<file path="src/rtl/mux_scan_n1.sv">
// mux_scan_n1 -- registered N_CH:1 channel multiplexer with optional auto-scan.
//
// Picks one W-bit channel out of N_CH, either from the external select (mode=0)
// or from an internal scan pointer that advances after DWELL accepted samples
// (mode=1). The result is held in an output register behind a valid/ready
// handshake. While the consumer stalls, everything holds and en is ignored.
//
// Ports
//   clk, rst_n   clock (rising edge), asynchronous active-low reset
//   data_in      N_CH*W packed channels, channel k at data_in[k*W +: W]
//   sel          manual channel select
//   mode         0 = manual, 1 = auto-scan
//   en           sample request; a load happens when en && !stall
//   out_data     registered channel data
//   out_ch       channel index that out_data came from
//   out_valid    out_data/out_ch valid
//   out_ready    consumer ready
//   sel_err      last load used an out-of-range manual select
module mux_scan_n1 #(
  parameter int N_CH  = 8,
  parameter int W     = 8,
  parameter int SEL_W = $clog2(N_CH),
  parameter int DWELL = 4
) (
  input  logic                clk,
  input  logic                rst_n,
  input  logic [N_CH*W-1:0]   data_in,
  input  logic [SEL_W-1:0]    sel,
  input  logic                mode,
  input  logic                en,
  output logic [W-1:0]        out_data,
  output logic [SEL_W-1:0]    out_ch,
  output logic                out_valid,
  input  logic                out_ready,
  output logic                sel_err
);

  localparam int CW = $clog2(DWELL + 1);

  typedef enum logic {MANUAL = 1'b0, SCAN = 1'b1} state_t;

  state_t             state_q, state_d;
  logic [SEL_W-1:0]   scan_ptr_q, scan_ptr_d;
  logic [CW-1:0]      dwell_cnt_q, dwell_cnt_d;
  logic [W-1:0]       out_data_q, out_data_d;
  logic [SEL_W-1:0]   out_ch_q, out_ch_d;
  logic               out_valid_q, out_valid_d;
  logic               sel_err_q, sel_err_d;

  logic                   stall, load, ch_bad;
  logic [SEL_W-1:0]       ch;
  logic [W-1:0]           ch_data;
  logic [N_CH-1:0][W-1:0] ch_arr;

  // Unpack the flat channel bus into a per-channel array.
  for (genvar k = 0; k < N_CH; k++) begin : g_ch
    assign ch_arr[k] = data_in[k*W +: W];
  end

  always_comb begin
    stall = out_valid_q && !out_ready;
    load  = en && !stall;

    state_d = mode ? SCAN : MANUAL;

    // On the first scan cycle the pointer is still at its manual-mode value
    // of zero, so entering SCAN always starts from channel 0.
    ch = mode ? ((state_q == SCAN) ? scan_ptr_q : '0) : sel;

    // Out-of-range selects match no channel and leave ch_data at zero.
    ch_data = '0;
    for (int k = 0; k < N_CH; k++)
      if (ch == SEL_W'(k)) ch_data = ch_arr[k];
    ch_bad = !mode && (32'(sel) >= N_CH);

    scan_ptr_d  = scan_ptr_q;
    dwell_cnt_d = dwell_cnt_q;
    if (!mode) begin
      scan_ptr_d  = '0;
      dwell_cnt_d = '0;
    end else if (load) begin
      if (dwell_cnt_q == CW'(DWELL - 1)) begin
        dwell_cnt_d = '0;
        scan_ptr_d  = (scan_ptr_q == SEL_W'(N_CH - 1)) ? '0 : scan_ptr_q + 1'b1;
      end else begin
        dwell_cnt_d = dwell_cnt_q + 1'b1;
      end
    end

    out_data_d  = out_data_q;
    out_ch_d    = out_ch_q;
    out_valid_d = out_valid_q;
    sel_err_d   = sel_err_q;
    if (load) begin
      out_data_d  = ch_data;
      out_ch_d    = ch;
      out_valid_d = 1'b1;
      sel_err_d   = ch_bad;
    end else if (!stall) begin
      out_valid_d = 1'b0;
    end
  end

  always_ff @(posedge clk or negedge rst_n) begin
    if (!rst_n) begin
      state_q     <= MANUAL;
      scan_ptr_q  <= '0;
      dwell_cnt_q <= '0;
      out_data_q  <= '0;
      out_ch_q    <= '0;
      out_valid_q <= 1'b0;
      sel_err_q   <= 1'b0;
    end else begin
      state_q     <= state_d;
      scan_ptr_q  <= scan_ptr_d;
      dwell_cnt_q <= dwell_cnt_d;
      out_data_q  <= out_data_d;
      out_ch_q    <= out_ch_d;
      out_valid_q <= out_valid_d;
      sel_err_q   <= sel_err_d;
    end
  end

  assign out_data  = out_data_q;
  assign out_ch    = out_ch_q;
  assign out_valid = out_valid_q;
  assign sel_err   = sel_err_q;

endmodule

</file>
<file path="config.mk">
export PLATFORM = sky130hd
export DESIGN_NAME = mux_scan_n1
export DESIGN_NICKNAME = d
export VERILOG_FILES = /design/src/rtl/mux_scan_n1.sv
export SDC_FILE = /design/constraint.sdc
export NUM_CORES = 1
export LEC_CHECK = 0
export ABC_AREA = 1
export BUFFER_PORTS_ARGS = -buffer_cell sky130_fd_sc_hd__buf_2
export CAP_MARGIN = 20
export CORE_MARGIN = 2
export CORE_UTILIZATION = 48
export DETAILED_ROUTE_END_ITERATION = 10
export GPL_ROUTABILITY_DRIVEN = 0
export GPL_TIMING_DRIVEN = 0
export HOLD_SLACK_MARGIN = 0.15
export PLACE_DENSITY = 0.93
export SLEW_MARGIN = 20
export SYNTH_ARGS = -nofsm -noshare
export SYNTH_HDL_FRONTEND = slang
export SYNTH_SLANG_ARGS = --single-unit
</file>
<file path="constraint.sdc">
create_clock -name clk -period 2.44 [get_ports clk]
set_input_delay 0.732 -clock clk [delete_from_list [all_inputs] [get_ports clk]]
set_output_delay 0.732 -clock clk [all_outputs]
set_load 0.005 [all_outputs]
</file>
==> flow_summary_export.csv <==
group,metric,value,unit
place,port_buffers,83,
synth,yosys_warnings,0,
die,die_w,60.5,µm
clock_tree,cts.sinks,19,
sta,fin_skew,0.00651,ns
min_path,hold_path.class,"in2async",
finish,nets,381,
die,initial_core_util,50.2,%
critical_path,reg2reg_from,"state_q$_DFF_PN0_",
sta,finalSetupViolCount,0,
synth,syn_area,1530,µm²
critical_path,cp-start-kind,"input port",
global_route,grt_pass1_wl,6500,µm
clock_tree,postCtsSetupBuffers,0,
power_and_ir_drop,powerDensity,507,nW/µm²
global_route,antenna_found_initial,0,
sta,finalCritPeriodShare,75.0,%
sta,grt_setup_unrepaired,"false",
sta,finalMaxSlewViolations,0,
power_and_ir_drop,p_int,639,µW
critical_path,cp_data_required_time,2.64,ns
global_route,grt_overflow,0,
finish,syn2layout_area_growth,32.4,%
drt,wl_per_cell,12.2,µm
critical_path,cp-startpoint,"mode",
power_and_ir_drop,power_frac_seq,42.2,%
synth,synth_cell_types,25,
synth,synthFlopType,"dfrtp_1",
place,dp_hpwl,3490,µm
clock_tree,root_buffer,"clkbuf_4",
clock_tree,h-tree-depth,1,
synth,synth_edf_count,0,
clock_tree,hold_buffers,0,
critical_path,crit_end,"out_data[3]$_DFFE_PN0P_",
power_and_ir_drop,ir_drop,0.277,mV
synth,synth_cells,218,
clock_tree,cts.path.max_buffers,2,
critical_path,crit_type,"in2reg",
power_and_ir_drop,clkPwrFrac,15.5,%
synth,yosysSeqAreaShare,31.0,%
die,pin_count,85,
critical_path,endpoint_kind,"flop",
clock_tree,cts.reportedPaths.clkPinSlew,0.11,ns
critical_path,r2r-end,"out_data[2]$_DFFE_PN0P_",
global_route,grt_max_degree,20,
power_and_ir_drop,p_sw,391,µW
clock_tree,cts_tree,"built",
place,place_area,2000,µm²
status,status,"finished, final reports clean",
drt,first_pass_iters,4,
synth,synth_top_area_share,31.0,%
sta,fmax,0.546,GHz
die,core,3050,µm²
global_route,grt_pass1_vias,1568,
drt,drt-vias-per-instance,5.05,
die,dieHeight,60.5,µm
sta,fin_crit,1.83,ns
critical_path,worstPathArrival,2.03,ns
critical_path,rr_worst_depth,9,
critical_path,worst-path-max-fanout,10,
synth,postSynthAreaPerCell,7.03,µm²
flow_run,cap_violations,0,
drt,antenna_left,0,
power_and_ir_drop,comb_power_share,42.3,%
sta,setup_tns,0,ns
finish,diodes,0,
finish,layout-drive-gt1-share,37.0,%
synth,yosys-top-cells-area,"dfrtp_1 (31%), nand2_1 (13%), nand3_1 (9.5%)",
clock_tree,insertion_delay,0.30,ns
synth,yosys.area.top_type,"dfrtp_1",
drt,drt_iter0_markers,133,
drt,routed_wl,4270,µm
global_route,grt.total_usage,23.6,%
die,dieArea,3660,µm²
power_and_ir_drop,switching_share,37.9,%
drt,vias,1764,
drt,route.detailed.drc,0,
critical_path,rrSetupSlack,0.88,ns
clock_tree,cts_resized,0,
synth,syn_nets,293,
clock_tree,cts_made_buffers,3,
die,num_rows,20,
sta,final_hold_viol_count,0,
synth,synth_seq_cells,19,
finish,design_area,2030,µm²
synth,async_flop_share,100,%
power_and_ir_drop,power_leakage,1.13,nW
[power by group through the flow]
| stage | Sequential (mW) | Clock (mW) | Combinational (mW) |
|---|---|---|---|
| after floorplan | 0.435 | 0 | 0.264 |
| after global placement | 0.436 | 0 | 0.420 |
| after detailed placement | 0.439 | 0 | 0.436 |
| after CTS | 0.434 | 0.162 | 0.438 |
| after global routing | 0.442 | 0.176 | 0.492 |
| final | 0.434 | 0.160 | 0.435 |
[critical path: stages]
cell	delay, ns
buf_2	0.11
buf_6	0.14
inv_8	0.07
nand2_2	0.04
nand2_2	0.08
inv_4	0.05
buf_12	0.14
buf_6	0.13
nand3_1	0.08
nand3_1	0.09
nor2_1	0.09
nand4_1	0.11
nand2_1	0.09
nand2_1	0.05
[stage by stage]
stage          power, mW  instances  utilization, %  hold slack (ns)  worst slack, ns
4_1_cts             1.03        349            66.4            0.357            0.614
5_1_grt             1.11        349            66.4            0.374            0.501
3_3_place_gp       0.856        345            65.6            0.457            0.328
2_1_floorplan      0.699        218               -            0.436            0.597
6_report            1.03        349            66.4            0.341            0.610
3_5_place_dp       0.875        345            65.6            0.459            0.297
[synth_stat cells (5+ instances only)]
library cell / n
nor2_1: 35
dfrtp_1: 19
inv_1: 14
buf_6: 5
nand3_1: 29
a21oi_1: 9
o21ai_0: 6
nand4_1: 16
nand2_1: 55
nand2_2: 5
[how the worst min path moves through the flow]
stage                                           from                    endpoint  slack [ns]
final                                          rst_n     out_data[2]$_DFFE_PN0P_        0.34
after global routing                           rst_n  dwell_cnt_q[2]$_DFFE_PN0P_        0.37
after CTS                                      rst_n  dwell_cnt_q[2]$_DFFE_PN0P_        0.36
after detailed placement     out_data[4]$_DFFE_PN0P_     out_data[4]$_DFFE_PN0P_        0.46
after global placement    dwell_cnt_q[1]$_DFFE_PN0P_  dwell_cnt_q[1]$_DFFE_PN0P_        0.46
after floorplan                                rst_n  dwell_cnt_q[0]$_DFFE_PN0P_        0.44
[routing by layer]
metal | track usage [%] | up-vias | wire [µm] | share of wire, %
li1 | - | 894 | - | -
met1 | 28.4 | 780 | 1730 | 41
met2 | 43.3 | 83 | 2130 | 50
met3 | 2.56 | 7 | 334 | 7.8
met4 | 8.70 | 0 | 74 | 1.7
met5 | 0 | - | 0 | 0
[layout by cell type (no fill, tap or decap), types with 2 or more instances in the layout]
master	netlist	routed
nand2_4	3	3
clkbuf_1	2	3
dfrtp_1	19	19
buf_6	5	5
nand3_1	29	29
a21oi_1	9	9
ha_1	3	3
nand2_1	55	55
o21ai_0	6	6
nand2_2	5	5
nor2_1	35	35
buf_2	0	83
nand4_1	16	16
clkbuf_4	0	3
nor3_4	3	3
nand3_2	3	3
inv_1	14	14
nor2_2	2	2
[state kept, by name, summed over array words and instances (netlist names)]
register and cells:
out_ch 3, out_data 8, state_q 1, dwell_cnt_q 3, scan_ptr_q 3, out_valid 1
[cell families (layout without fill, tap and decap cells)]
logic type | Yosys count | after routing | synth area share [%]
other | 1 | 1 | 0.245
AND/OR/NAND/NOR | 152 | 152 | 49.6
adder cells (fa/ha/maj) | 3 | 3 | 2.45
flip-flops | 19 | 19 | 31.0
buffers and inverters | 26 | 113 | 10.8
AO/OA/AOI/OAI | 17 | 17 | 5.88
[final cells by class]
class                   count  area (µm²)
plain buffers               9        91.3
fillers                   282        1020
well taps                  44        55.1
inverters                  17        73.8
flip-flops and latches     19         475
clock buffers               4        26.3
multi-input cells         173         891
repair buffers             83         415
Note: power is estimated with default switching activity, not from simulation.
